[config.mk]
export PLATFORM = sky130hd
export DESIGN_NAME = receptor_ctrl
export DESIGN_NICKNAME = d
export VERILOG_FILES = /design/src/rtl/receptor_pkg.sv /design/src/rtl/sync_2ff.sv /design/src/rtl/receptor_ctrl.sv
export SDC_FILE = /design/constraint.sdc
export NUM_CORES = 1
export LEC_CHECK = 0
export CELL_PAD_IN_SITES_DETAIL_PLACEMENT = 1
export CELL_PAD_IN_SITES_GLOBAL_PLACEMENT = 1
export CORE_ASPECT_RATIO = 0.7
export CORE_MARGIN = 1.5
export CORE_UTILIZATION = 34
export DETAILED_ROUTE_END_ITERATION = 6
export PLACE_DENSITY = 0.84
export REMOVE_ABC_BUFFERS = 1
export SLEW_MARGIN = 20
export SYNTH_ARGS = -nofsm -noshare
export SYNTH_HDL_FRONTEND = slang
export SYNTH_SLANG_ARGS = --single-unit
[constraint.sdc]
create_clock -name CLK -period 1.8 [get_ports CLK]
set_input_delay 0.18 -clock CLK [delete_from_list [all_inputs] [get_ports CLK]]
set_output_delay 0.18 -clock CLK [all_outputs]
set_load 0.02 [all_outputs]
[src/rtl/receptor_pkg.sv]
// Shared types and default sizing for the serial receptor controller.
package receptor_pkg;

  localparam int unsigned SIZESREG_DEF     = 16;
  localparam int unsigned CLKS_PER_BIT_DEF = 4;

  typedef enum logic [2:0] {
    S_IDLE,
    S_START,
    S_DATA,
    S_STOP,
    S_BREAK
  } rx_state_e;

endpackage

[src/rtl/sync_2ff.sv]
// Two-flop synchronizer for a single asynchronous bit, with a configurable reset level.
module sync_2ff #(
  parameter logic RESET_VAL = 1'b0
) (
  input  logic clk,
  input  logic rst_n,
  input  logic d,
  output logic q
);

  logic meta;

  always_ff @(posedge clk) begin
    if (!rst_n) begin
      meta <= RESET_VAL;
      q    <= RESET_VAL;
    end else begin
      meta <= d;
      q    <= meta;
    end
  end

endmodule

[src/rtl/receptor_ctrl.sv]
// Asynchronous serial frame receiver: drives an external shift-register receptor bit by bit
// and presents each good frame through a one-deep valid/ready output slot.
module receptor_ctrl
  import receptor_pkg::*;
#(
  parameter int unsigned SIZESREG     = SIZESREG_DEF,
  parameter int unsigned CLKS_PER_BIT = CLKS_PER_BIT_DEF
) (
  input  logic                CLK,
  input  logic                RST_N,
  input  logic                line_in,
  output logic                sr_enable,
  output logic                sr_data,
  input  logic [SIZESREG-1:0] sr_q,
  output logic [SIZESREG-1:0] frame_data,
  output logic                frame_valid,
  input  logic                frame_ready,
  output logic                frame_err,
  output logic                overrun
);

  localparam int unsigned TW = $clog2(CLKS_PER_BIT);
  localparam int unsigned BW = $clog2(SIZESREG);
  localparam logic [TW-1:0] T_LAST = TW'(CLKS_PER_BIT - 1);
  localparam logic [TW-1:0] T_HALF = TW'(CLKS_PER_BIT / 2 - 1);
  localparam logic [BW-1:0] B_LAST = BW'(SIZESREG - 1);

  logic            line_s;
  rx_state_e       state;
  logic [TW-1:0]   timer;
  logic [BW-1:0]   bit_cnt;

  sync_2ff #(.RESET_VAL(1'b1)) u_sync (
    .clk   (CLK),
    .rst_n (RST_N),
    .d     (line_in),
    .q     (line_s)
  );

  always_ff @(posedge CLK) begin
    if (!RST_N) begin
      state       <= S_IDLE;
      timer       <= '0;
      bit_cnt     <= '0;
      sr_enable   <= 1'b0;
      sr_data     <= 1'b0;
      frame_data  <= '0;
      frame_valid <= 1'b0;
      frame_err   <= 1'b0;
      overrun     <= 1'b0;
    end else begin
      sr_enable <= 1'b0;
      frame_err <= 1'b0;
      overrun   <= 1'b0;
      if (frame_valid && frame_ready) begin
        frame_valid <= 1'b0;
      end
      case (state)
        S_IDLE: begin
          if (!line_s) begin
            state <= S_START;
            timer <= '0;
          end
        end
        S_START: begin
          if (timer == T_HALF) begin
            timer <= '0;
            state <= line_s ? S_IDLE : S_DATA;
          end else begin
            timer <= timer + 1'b1;
          end
        end
        S_DATA: begin
          if (timer == T_LAST) begin
            timer     <= '0;
            sr_enable <= 1'b1;
            sr_data   <= line_s;
            if (bit_cnt == B_LAST) begin
              bit_cnt <= '0;
              state   <= S_STOP;
            end else begin
              bit_cnt <= bit_cnt + 1'b1;
            end
          end else begin
            timer <= timer + 1'b1;
          end
        end
        S_STOP: begin
          if (timer == T_LAST) begin
            timer <= '0;
            if (line_s) begin
              state <= S_IDLE;
              // A ready consumer frees the slot on this same edge, so the new frame can replace it.
              if (!frame_valid || frame_ready) begin
                frame_data  <= sr_q;
                frame_valid <= 1'b1;
              end else begin
                overrun <= 1'b1;
              end
            end else begin
              frame_err <= 1'b1;
              state     <= S_BREAK;
            end
          end else begin
            timer <= timer + 1'b1;
          end
        end
        S_BREAK: begin
          if (line_s) begin
            state <= S_IDLE;
          end
        end
        default: state <= S_IDLE;
      endcase
    end
  end

endmodule

==> run_results.csv <==
group,metric,value,unit
placed_design,dpl.hpwl,2702,µm
critical_path,startpoint,"timer[0]$_SDFFE_PN0P_",
grt,grt_overflow,0,
critical_path,cp_max_fo,16,
floorplan,coreArea,0.003946,mm²
critical_path,cpMaxStageDelayCell,"dfxtp_1",
pwr,power.switching,0.3134,mW
synth,ys_warn_count,0,
drt,first_pass_iters,4,
sta,hold_viol,0,
floorplan,start_util,35.76,%
pwr,p_seq_share,48.2,%
synth,synth_edf_count,0,
hold_path,min_from,"u_sync.meta$_SDFF_PN1_",
drt,drc_errors,0,
synth,synthFlopType,"dfxtp_1",
floorplan,die_y,56.91,µm
clocking,ctsHoldBuffers,0,
drt,drtAntennaViolNets,0,
clocking,clk_path_buf_depth,2,
sta,period_needed,1.678,ns
placed_design,gp_congestion,0.8575,
pwr,combPwrFrac,6.9,%
clocking,path_clk_slew,0.06,ns
drt,vias,1223,
final_layout,multi_input_area,693.2,µm²
final_layout,drive_above_1_share,8.040,%
placed_design,io_buffers,40,
final_layout,design_area,0.001983,mm²
critical_path,end_kind,"flop",
clocking,post-cts-setup-buffer-count,0,
synth,yosysTopAreaCell,"dfxtp_1",
sta,finalMaxSlewViolations,0,
sta,worst_slew_pin_slew,0.4052,ns
pwr,clockPowerShare,44.9,%
pwr,powerDensity,755.4,mW/mm²
critical_path,cp_cell_sequence,"ha_2 -> and4b_1 -> nor3b_2 -> buf_12 -> mux2i_1",
critical_path,path_buf_inv,1,
critical_path,r2r_slack,0.12,ns
drt,drt-vias-per-instance,4.873,
synth,yosysTopAreaCellShare,45.39,%
pwr,ir_worst_vdd,0.4283,mV
synth,ys_top_cells_by_area,"dfxtp_1 (45%), mux2i_1 (13%), nand2_1 (10%), ha_1 (4.4%), a21oi_1 (3.2%)",
critical_path,critPathTopFamily,"simple AND/OR/NAND/NOR gates",
drt,wl_per_cell,14.25,µm
floorplan,die_width,80.01,µm
grt,antenna_found_initial,0,
floorplan,io_pins,41,
final_layout,syn2layout_area_growth,40.51,%
final_layout,fillers,467,
clocking,numClockSinks,32,
critical_path,start_kind,"flop",
clocking,clockRootBuffer,"clkbuf_8",
flow_run,drv_cap,0,
sta,clock.fmax,595.8,MHz
hold_path,hp-class,"reg -> reg",
sta,period_share,93.24,%
synth,ys_ff_latch,32,
sta,slew-limit-headroom,72.95,%
critical_path,critPathRequiredTime,2.00,ns
final_layout,diodes,0,
final_layout,seq_area,640.6,µm²
drt,drt-total-wl,3578,µm
clocking,cts_tree,"done",
critical_path,max_stage_delay,0.43,ns
critical_path,arrival,1.88,ns
critical_path,crit_type,"reg -> reg",
final_layout,finalNetCount,223,
pwr,sw_frac_of_total,20.92,%
sta,finalSetupViolations,0,
clocking,clock_latency,0.29,ns
grt,grt_pass1_vias,1290,
pwr,p_leak,0.7380,nW
grt,grt_max_degree,31,
clocking,cts_buffers,5,
synth,syn_area,0.001411,mm²
critical_path,crit-reg2reg-launch,"timer[0]$_SDFFE_PN0P_",
synth,postSynthCellCount,155,
sta,rsz0062_at_grt,"no",
sta,finClkSkew,0.01004,ns
grt,grt_pass1_wl,5830,µm
outcome,outcome,"finished, final reports clean",
synth,avgSynthCellArea,9.106,µm²
synth,yosysUniqueCellTypes,34,
floorplan,die_area,0.004553,mm²
grt,grt_usage,16.73,%
placed_design,post_dp_cell_area,0.001873,mm²
drt,drt_iter0_markers,61,
placed_design,dp_cells,243,
final_layout,stdcell_count,251,
pwr,p_int,1.185,mW
clocking,htreeDepth,2,
synth,ys_seq_area_share,45.39,%
synth,async_flop_share,0,%
floorplan,num_rows,19,
==> layout make-up <==
type	instances	share of cell area, %
well taps	52	3.281
clock inverters	2	1.767
inverters	5	0.9464
multi-input cells	108	34.95
repair buffers	46	23.09
flip-flops and latches	32	32.30
clock buffers	6	3.659
==> final timing paths <==
check                                              endpoint  cells past startpoint
worst max-delay path            frame_data[12]$_SDFFE_PN0P_                      5
worst min-delay path                    u_sync.q$_SDFF_PN1_                      1
worst max register to register  frame_data[12]$_SDFFE_PN0P_                      5
worst min register to register          u_sync.q$_SDFF_PN1_                      1
==> flip-flops by register name, indices dropped and copies added (netlist names) <==
name	cells
sr_enable	1
sr_data	1
frame_valid	1
state	3
overrun	1
u_sync.meta	1
timer	2
bit_cnt	4
u_sync.q	1
frame_data	16
frame_err	1
==> metrics by stage <==
step	worst slack [ns]	power (mW)	hold WS, ns	util (%)	TNS, ns
finish	0.1217	1.498	0.4158	50.25	0
global route	0.005870	1.574	0.4524	50.25	0
CTS	0.08485	1.527	0.4215	50.19	0
detailed placement	0.1006	0.8419	0.4067	47.46	0
global placement	0.2566	0.8343	0.3939	47.46	0
floorplan	-0.3100	0.7701	0.2530	-	-4.961
==> synthesized netlist by cell type (2+ instances only) <==
master and count:
nor3b_1 2, nor2_1 6, a21oi_1 9, dfxtp_1 32
and4b_1 2, o21ai_1 3, nor2b_1 3, clkbuf_1 5
ha_1 5, buf_2 3, mux2i_1 18, nor3_1 2
nand2_1 39, and3_1 2, inv_1 4, nand2b_1 2
==> power by group through the flow <==
stage / sequential, mW / combinational (mW) / clock [mW]
3_5_place_dp: 0.738 / 0.104 / 0
3_3_place_gp: 0.737 / 0.0977 / 0
5_1_grt: 0.723 / 0.114 / 0.738
6_report: 0.722 / 0.104 / 0.673
2_1_floorplan: 0.738 / 0.0321 / 0
4_1_cts: 0.721 / 0.105 / 0.700
==> layout by cell type (no fill, tap or decap), types with 2 or more instances in the layout <==
cell type | Yosys | final
and3_1 | 2 | 2
nand2_1 | 39 | 39
a21oi_1 | 9 | 9
o21ai_1 | 3 | 3
inv_1 | 4 | 4
clkdlybuf4s50_1 | 0 | 40
nor2_1 | 6 | 6
nor2b_1 | 3 | 3
and4b_1 | 2 | 2
clkbuf_8 | 0 | 5
nor3_1 | 2 | 2
mux2i_1 | 18 | 18
nor3b_1 | 2 | 2
ha_1 | 5 | 4
dfxtp_1 | 32 | 32
nand2b_1 | 2 | 2
buf_4 | 1 | 5
==> timing repair <==
item                                    CTS  global route
resized for setup                         0             1
hold endpoints to repair                  0             0
endpoints found under the setup margin    0             5
==> logic make-up (layout without fill, tap and decap cells) <==
logic type | Yosys count | count (layout) | share of synthesized area [%]
buffers and inverters | 15 | 59 | 5.673
AOI/OAI and AO/OA | 18 | 18 | 7.535
and+or+nand+nor | 66 | 66 | 23.40
adders and majority gates | 5 | 5 | 4.433
muxes | 19 | 19 | 13.56
DFF | 32 | 32 | 45.39
==> layer usage <==
metal | vias up | global-route usage, % | part of all wire, %
met4 | 0 | 4.926 | 0.87
met1 | 589 | 18.93 | 44
li1 | 605 | - | -
met3 | 3 | 5.041 | 3.9
met5 | - | 0 | 0
met2 | 26 | 30.25 | 51
No activity file was read; power rests on OpenSTA's default activity.
